===== config.mk =====
export PLATFORM = sky130hd
export DESIGN_NAME = vga_switch_sequencer
export DESIGN_NICKNAME = d
export VERILOG_FILES = /design/src/rtl/vga_switch_sequencer.sv
export SDC_FILE = /design/constraint.sdc
export NUM_CORES = 1
export LEC_CHECK = 0
export BUFFER_PORTS_ARGS = -buffer_cell sky130_fd_sc_hd__buf_2
export CORE_ASPECT_RATIO = 1.5
export CORE_UTILIZATION = 30
export DETAILED_ROUTE_END_ITERATION = 8
export GPL_TIMING_DRIVEN = 0
export PLACE_DENSITY = 0.43
export SLEW_MARGIN = 10
export SYNTH_ARGS = -nofsm -noshare
export SYNTH_HDL_FRONTEND = slang
export SYNTH_SLANG_ARGS = --single-unit
export TNS_END_PERCENT = 30

===== constraint.sdc =====
create_clock -name clock -period 3.93 [get_ports clock]
set_input_delay 0 -clock clock [delete_from_list [all_inputs] [get_ports clock]]
set_output_delay 0 -clock clock [all_outputs]
set_load 0.05 [all_outputs]

===== src/rtl/vga_switch_sequencer.sv =====
// Frame-synchronous pattern-select sequencer for the VGA pattern generator.
// Modes: hold, binary count, Gray count, walking-one; dwell counted in frames.
module vga_switch_sequencer #(
    parameter int SW_WIDTH     = 2,
    parameter int DWELL_FRAMES = 60,
    parameter int FC_WIDTH     = 16
) (
    input  logic                clock,
    input  logic                reset_n,
    input  logic                enable,
    input  logic [1:0]          mode,
    input  logic                frame_start,
    input  logic                manual_load,
    input  logic [SW_WIDTH-1:0] manual_sw,
    output logic [SW_WIDTH-1:0] switch,
    output logic                step,
    output logic                busy
);

    localparam logic [1:0] M_HOLD = 2'b00;
    localparam logic [1:0] M_GRAY = 2'b10;
    localparam logic [1:0] M_WALK = 2'b11;

    localparam logic [SW_WIDTH-1:0] ONE      = SW_WIDTH'(1);
    localparam logic [SW_WIDTH-1:0] NPOS     = SW_WIDTH'(SW_WIDTH);
    localparam logic [SW_WIDTH-1:0] LAST_POS = SW_WIDTH'(SW_WIDTH - 1);
    localparam logic [FC_WIDTH-1:0] FC_ONE   = FC_WIDTH'(1);
    localparam logic [FC_WIDTH-1:0] DWELL_LAST = FC_WIDTH'(DWELL_FRAMES - 1);

    logic [SW_WIDTH-1:0] seq, seq_n;
    logic [1:0]          active_mode, active_mode_n;
    logic [FC_WIDTH-1:0] fcnt, fcnt_n;
    logic                pend, pend_n;
    logic [SW_WIDTH-1:0] pend_val, pend_val_n;
    logic [SW_WIDTH-1:0] switch_n;
    logic                step_n;

    function automatic logic [SW_WIDTH-1:0] remap(input logic [SW_WIDTH-1:0] s,
                                                  input logic [1:0] m);
        case (m)
            M_GRAY:  return s ^ (s >> 1);
            M_WALK:  return ONE << s;
            default: return s;
        endcase
    endfunction

    always_comb begin
        seq_n         = seq;
        active_mode_n = active_mode;
        fcnt_n        = fcnt;
        pend_n        = pend;
        pend_val_n    = pend_val;
        step_n        = 1'b0;

        if (!enable) begin
            fcnt_n = '0;
        end else if (frame_start) begin
            if (pend) begin
                seq_n         = (mode == M_WALK) ? (pend_val % NPOS) : pend_val;
                fcnt_n        = '0;
                pend_n        = 1'b0;
                step_n        = 1'b1;
                active_mode_n = mode;
            end else if (mode != active_mode) begin
                active_mode_n = mode;
                fcnt_n        = '0;
                step_n        = 1'b1;
                // walking-one position must stay a valid bit index
                if (mode == M_WALK && seq >= NPOS)
                    seq_n = '0;
            end else if (active_mode == M_HOLD) begin
                fcnt_n = '0;
            end else if (fcnt == DWELL_LAST) begin
                fcnt_n = '0;
                step_n = 1'b1;
                if (active_mode == M_WALK)
                    seq_n = (seq >= LAST_POS) ? '0 : seq + ONE;
                else
                    seq_n = seq + ONE;
            end else begin
                fcnt_n = fcnt + FC_ONE;
            end
        end

        // a load arriving with frame_start is held for the following frame
        if (manual_load) begin
            pend_n     = 1'b1;
            pend_val_n = manual_sw;
        end

        switch_n = remap(seq_n, active_mode_n);
    end

    always_ff @(posedge clock or negedge reset_n) begin
        if (!reset_n) begin
            seq         <= '0;
            active_mode <= M_HOLD;
            fcnt        <= '0;
            pend        <= 1'b0;
            pend_val    <= '0;
            switch      <= '0;
            step        <= 1'b0;
        end else begin
            seq         <= seq_n;
            active_mode <= active_mode_n;
            fcnt        <= fcnt_n;
            pend        <= pend_n;
            pend_val    <= pend_val_n;
            switch      <= switch_n;
            step        <= step_n;
        end
    end

    assign busy = pend;

endmodule


## Word-level counts from Yosys, hierarchy flattened

Cells that the tools add are included.

| storage, ports and cells | value |
|---|---|
| word-level logic and storage cells | 55 |
| input bits | 9 |
| register bits after elaboration | 26 |
| output and inout bits | 4 |

| cells by class | value |
|---|---|
| bitwise logic cells | 1 |
| eq/ne operators | 7 |
| multiplexer cells | 30 |
| magnitude comparators | 2 |
| shift-type cells | 1 |
| $add $sub $neg | 2 |
| reduce and logical (&&, ||, !) cells | 5 |

Operators by type and width:

| kind | count |
|---|---|
| 16-bit two-way mux | 6 |
| 2-bit two-way mux | 14 |
| 16-bit by 1-bit adder with 16-bit output (second input constant) | 1 |
| 16-bit by 6-bit == test with 1-bit output (second input constant) | 1 |
| 1-bit two-way mux | 9 |
| 2-bit == test (second input constant) | 4 |
| 2-bit one-hot mux with 2 select lines | 1 |
| 2-bit nonzero test | 2 |
| 2-bit by 1-bit adder with 2-bit output (second input constant) | 1 |
| 2-bit by 1-bit greater-or-equal comparator with 1-bit output (second input constant) | 1 |
| 2-bit greater-or-equal comparator (second input constant) | 1 |
| 2-bit logical NOT | 1 |
| 2-bit by 1-bit inequality test with 1-bit output (second input constant) | 1 |
| 2-bit inequality test | 1 |
| 2-bit AND reduction | 1 |
| 1-bit by 2-bit << shifter with 2-bit output (first input constant) | 1 |
| 2-bit by 1-bit XOR with 2-bit output | 1 |
| 1-bit logical AND | 1 |

## Depth between registers and ports, before layout

| logic depth | value |
|---|---|
| depth after elaboration | 11 |
| depth in mapped cells | 11 |
| mapped depth without buffers | 11 |

## Worst setup path before layout

Ideal clock, no wire load.

| path | value |
|---|---|
| path kind | register to register |
| start | register fcnt[0] |
| end | register switch[0] |
| data arrival time | 2632 ps |
| path slack | 1160 ps |
| stages on the path, launching flop included | 11 |
| data required time | 3792 ps |
| setup time | 138 ps |
| cell sequence | dfrtp_1 ha_1 or4b_1 or4_4 o221ai_1 o2111ai_1 and2_1 ha_1 mux2i_1 nand2b_1 o221ai_1 |

| on the way | value |
|---|---|
| word-level cells in the longest chain between the ends | 9 |
| elaborated cells between the ends (all ways) | 10 |

RTL lines:

| what | RTL line | RTL |
|---|---|---|
| start: declaration | 32 | `logic [FC_WIDTH-1:0] fcnt, fcnt_n;` |
| start signal: assignment | 106 | `fcnt <= fcnt_n;` |
| 16-bit by 6-bit == test with 1-bit output (*) | 73 | `end else if (fcnt == DWELL_LAST) begin` |
| 2-bit two-way mux (*) | 73 |  |
| 2-bit two-way mux (*) | 71 | `end else if (active_mode == M_HOLD) begin` |
| 2-bit two-way mux (*) | 64 | `end else if (mode != active_mode) begin` |
| 2-bit two-way mux (*) | 58 | `if (pend) begin` |
| 2-bit two-way mux (*) | 57 | `end else if (frame_start) begin` |
| 2-bit two-way mux (*) | 55 | `if (!enable) begin` |
| 1-bit by 2-bit << shifter with 2-bit output / 2-bit by 1-bit XOR with 2-bit output (equally long branches) | 42, 41 |  |
| 2-bit one-hot mux with 2 select lines (*) | 40 | `case (m)` |
| net switch_n[0] | 35 | `logic [SW_WIDTH-1:0] switch_n;` |
| end signal: assignment | 109 | `switch <= switch_n;` |
| end: declaration | 15 | `output logic [SW_WIDTH-1:0] switch,` |

Mark *: on every way through the listed nets, which the timed path passes. The rest lies on a longest branch.
A chain may end at the register's enable or synchronous reset.

## Worst setup path in the final report

Ends and elaborated chain as after synthesis.

==> metrics.txt <==
DR vias 1352; crit path max fanout 5; pwr/cell area 329 nW/um^2; H-Tree Depth 1; Yosys top cell area share 0.417; gp weighted congestion 0.797; # DRC 0; #FFs+latches synth 26; Congestion Overflow GR 0; Final nets 202; Die X 60.9 um; GRT Resource Usage Total 0.155; Synthesis Warnings 0; Die Area 5500 sq um; syn nets 181; Initial Util 0.317; deepest clock path buffer count 2; max-slew violations 0; crit path time final 3.10 ns; initial antenna violation count 0; sequential share of the synthesized area 0.417; Initial DRC Count 74; CTS tree yes; top cells by area, synth dfrtp_1 42%, ha_1 4.8%, o21ai_0 3.8%; Critical Path RT 4.08 ns; Max VDD drop 0.166 mV; setup TNS 0 ns; Post-synth EDFFs 0; Synth Cell Area 1560 sq um; # IOs 13; Primary FF master, synth dfrtp_1; crit start category flop; Hold WC Path Type input port to flop; Layout Utilization 0.365; Post-CTS Resized 0; Antenna Violating Nets Remaining 0; CTS Sinks 26; Fin Clk Skew 0.00376 ns; # setup viols final 0; Synth async-reset ratio 1.00; Filler Cell Count 529; max_slew headroom 0.587; kind of critical path flop to flop; first-pass GRT wire length 6390 um; vias in the first global route 1330; CP arrival 3.25 ns; cell taking the most area after synthesis dfrtp_1; layout cells sized above 1 0.140; Worst setup EP type flop; Root Buffer clkbuf_8; clk slew on worst S/H paths 0.09 ns; final wirelength 3760 um; Layout area overhead 15.2%; n_diodes 0; chip height 90.3 um; Cells after Synth 166; sequential cell area 651 sq um; CTS Buf Count 3; number of I/O port buffers 12; most common library cells after synthesis 26 x dfrtp_1, 16 x nand2_1, 12 x o21ai_0; Tcrit/Tclk final 0.789; Lkg Pwr 0.000801 uW; max-cap violations 0; Netlist cell types 45; Clock Latency Late Sink 0.27 ns; Row Count 31; Max Fclk 323 MHz; final hold vios 0; largest net degree at the start of global routing 27; core footprint 4930 sq um; routed len/inst 14.9 um; status finished clean; DR vias/cell 5.37; DP HPWL 2840 um; area of the multi-input gates 846 sq um; most frequent cell after synthesis dfrtp_1; Pre-antenna DRT Iters 4; worst slew pin tran 0.619 ns; unrepaired setup endpoints after global routing false; synthesized area per cell 9.40 sq um
repair_timing:
item                      4_1_cts  5_1_grt
hold endpoints to repair       29        0
hold buffers                    4        0
buffers inserted                0        0
cell families (layout without fill, tap and decap cells):
kind of cell / count (synthesis) / in the layout / share of synthesized area
AND/OR/NAND/NOR: 64 / 64 / 0.235
adder cells (fa/ha/maj): 6 / 6 / 0.0481
multiplexers: 4 / 4 / 0.0281
AO/OA/AOI/OAI: 51 / 51 / 0.220
flip-flops: 26 / 26 / 0.417
buffers and inverters: 13 / 33 / 0.0409
XOR/XNOR: 2 / 2 / 0.0112
path summary, 6_finish.rpt:
check | slack, ns | end | from | cells past startpoint
worst max-delay path | 0.83 | switch[0] | fcnt[0] | 10
worst min-delay path | 0.07 | switch[0] | mode[1] | 2
worst max register to register | 0.83 | switch[0] | fcnt[0] | 10
worst min register to register | 0.54 | fcnt[14] | fcnt[14] | 1
max in group asynchronous | 3.26 | fcnt[10] | reset_n | 2
min in group asynchronous | 0.26 | step | reset_n | 2
registers in the layout (all words and copies together), names as in the netlist:
signal and flops:
fcnt 16, seq 2, switch 2, active_mode 2
busy 1, pend_val 2, step 1
cell type report:
cell class                      count  area share
Multi-Input combinational cell    127       0.470
Sequential cell                    26       0.362
Timing Repair Buffer               16      0.0557
Tap cell                           66      0.0459
Clock buffer                        4      0.0306
Buffer                              5      0.0188
Inverter                            8      0.0167
routing by layer:
metal / global-route usage / wire length [um] / up-vias
li1: - / - / 656
met1: 0.178 / 1520 / 670
met2: 0.277 / 2090 / 18
met3: 0.0186 / 61 / 8
met4: 0.0644 / 91 / 0
met5: 0 / 0 / -
metrics by stage:
step           hold WS, ns  instance area, sq um  power [uW]  worst slack (ns)  cells
6_report            0.0691                  1800         592             0.831    252
3_3_place_gp        0.0541                  1700         413             0.905    244
3_5_place_dp        0.0594                  1700         418             0.825    244
2_1_floorplan       -0.296                  1560         380              1.16    166
5_1_grt             0.0841                  1800         629             0.600    252
4_1_cts             0.0581                  1800         606             0.814    252
worst max-delay path, stage by stage (launching register included):
cell and delay (ns):
dfrtp_1 0.42, ha_1 0.27, or4b_1 0.49, or4_4 0.58, o221ai_1 0.17, o2111ai_1 0.21, and2_1 0.22, ha_1 0.29
mux2i_1 0.11, nand2b_1 0.12, o221ai_1 0.10
where the power goes:
part / switching (uW) / internal [uW] / total (uW)
sequential: 11.3 / 282 / 293
clock: 89.5 / 89.8 / 179
combinational: 76.8 / 43.0 / 120
layout by cell type (no fill, tap or decap), drive strengths merged, types with 2 or more instances in the layout:
master / n
and2: 7
nand2: 16
a21oi: 8
nor3: 5
dlygate4sd3: 4
nor2: 5
nand4: 2
o2111ai: 3
nand3: 7
o21ai: 13
dfrtp: 26
o221ai: 2
and3: 3
clkbuf: 6
ha: 6
or3: 4
a22o: 2
or4: 4
inv: 8
a31oi: 7
a21o: 8
nor4: 2
buf: 15
mux2: 3
xnor2: 2
nor3b: 2
nand2b: 2
Power figures use the tool's default switching activity.
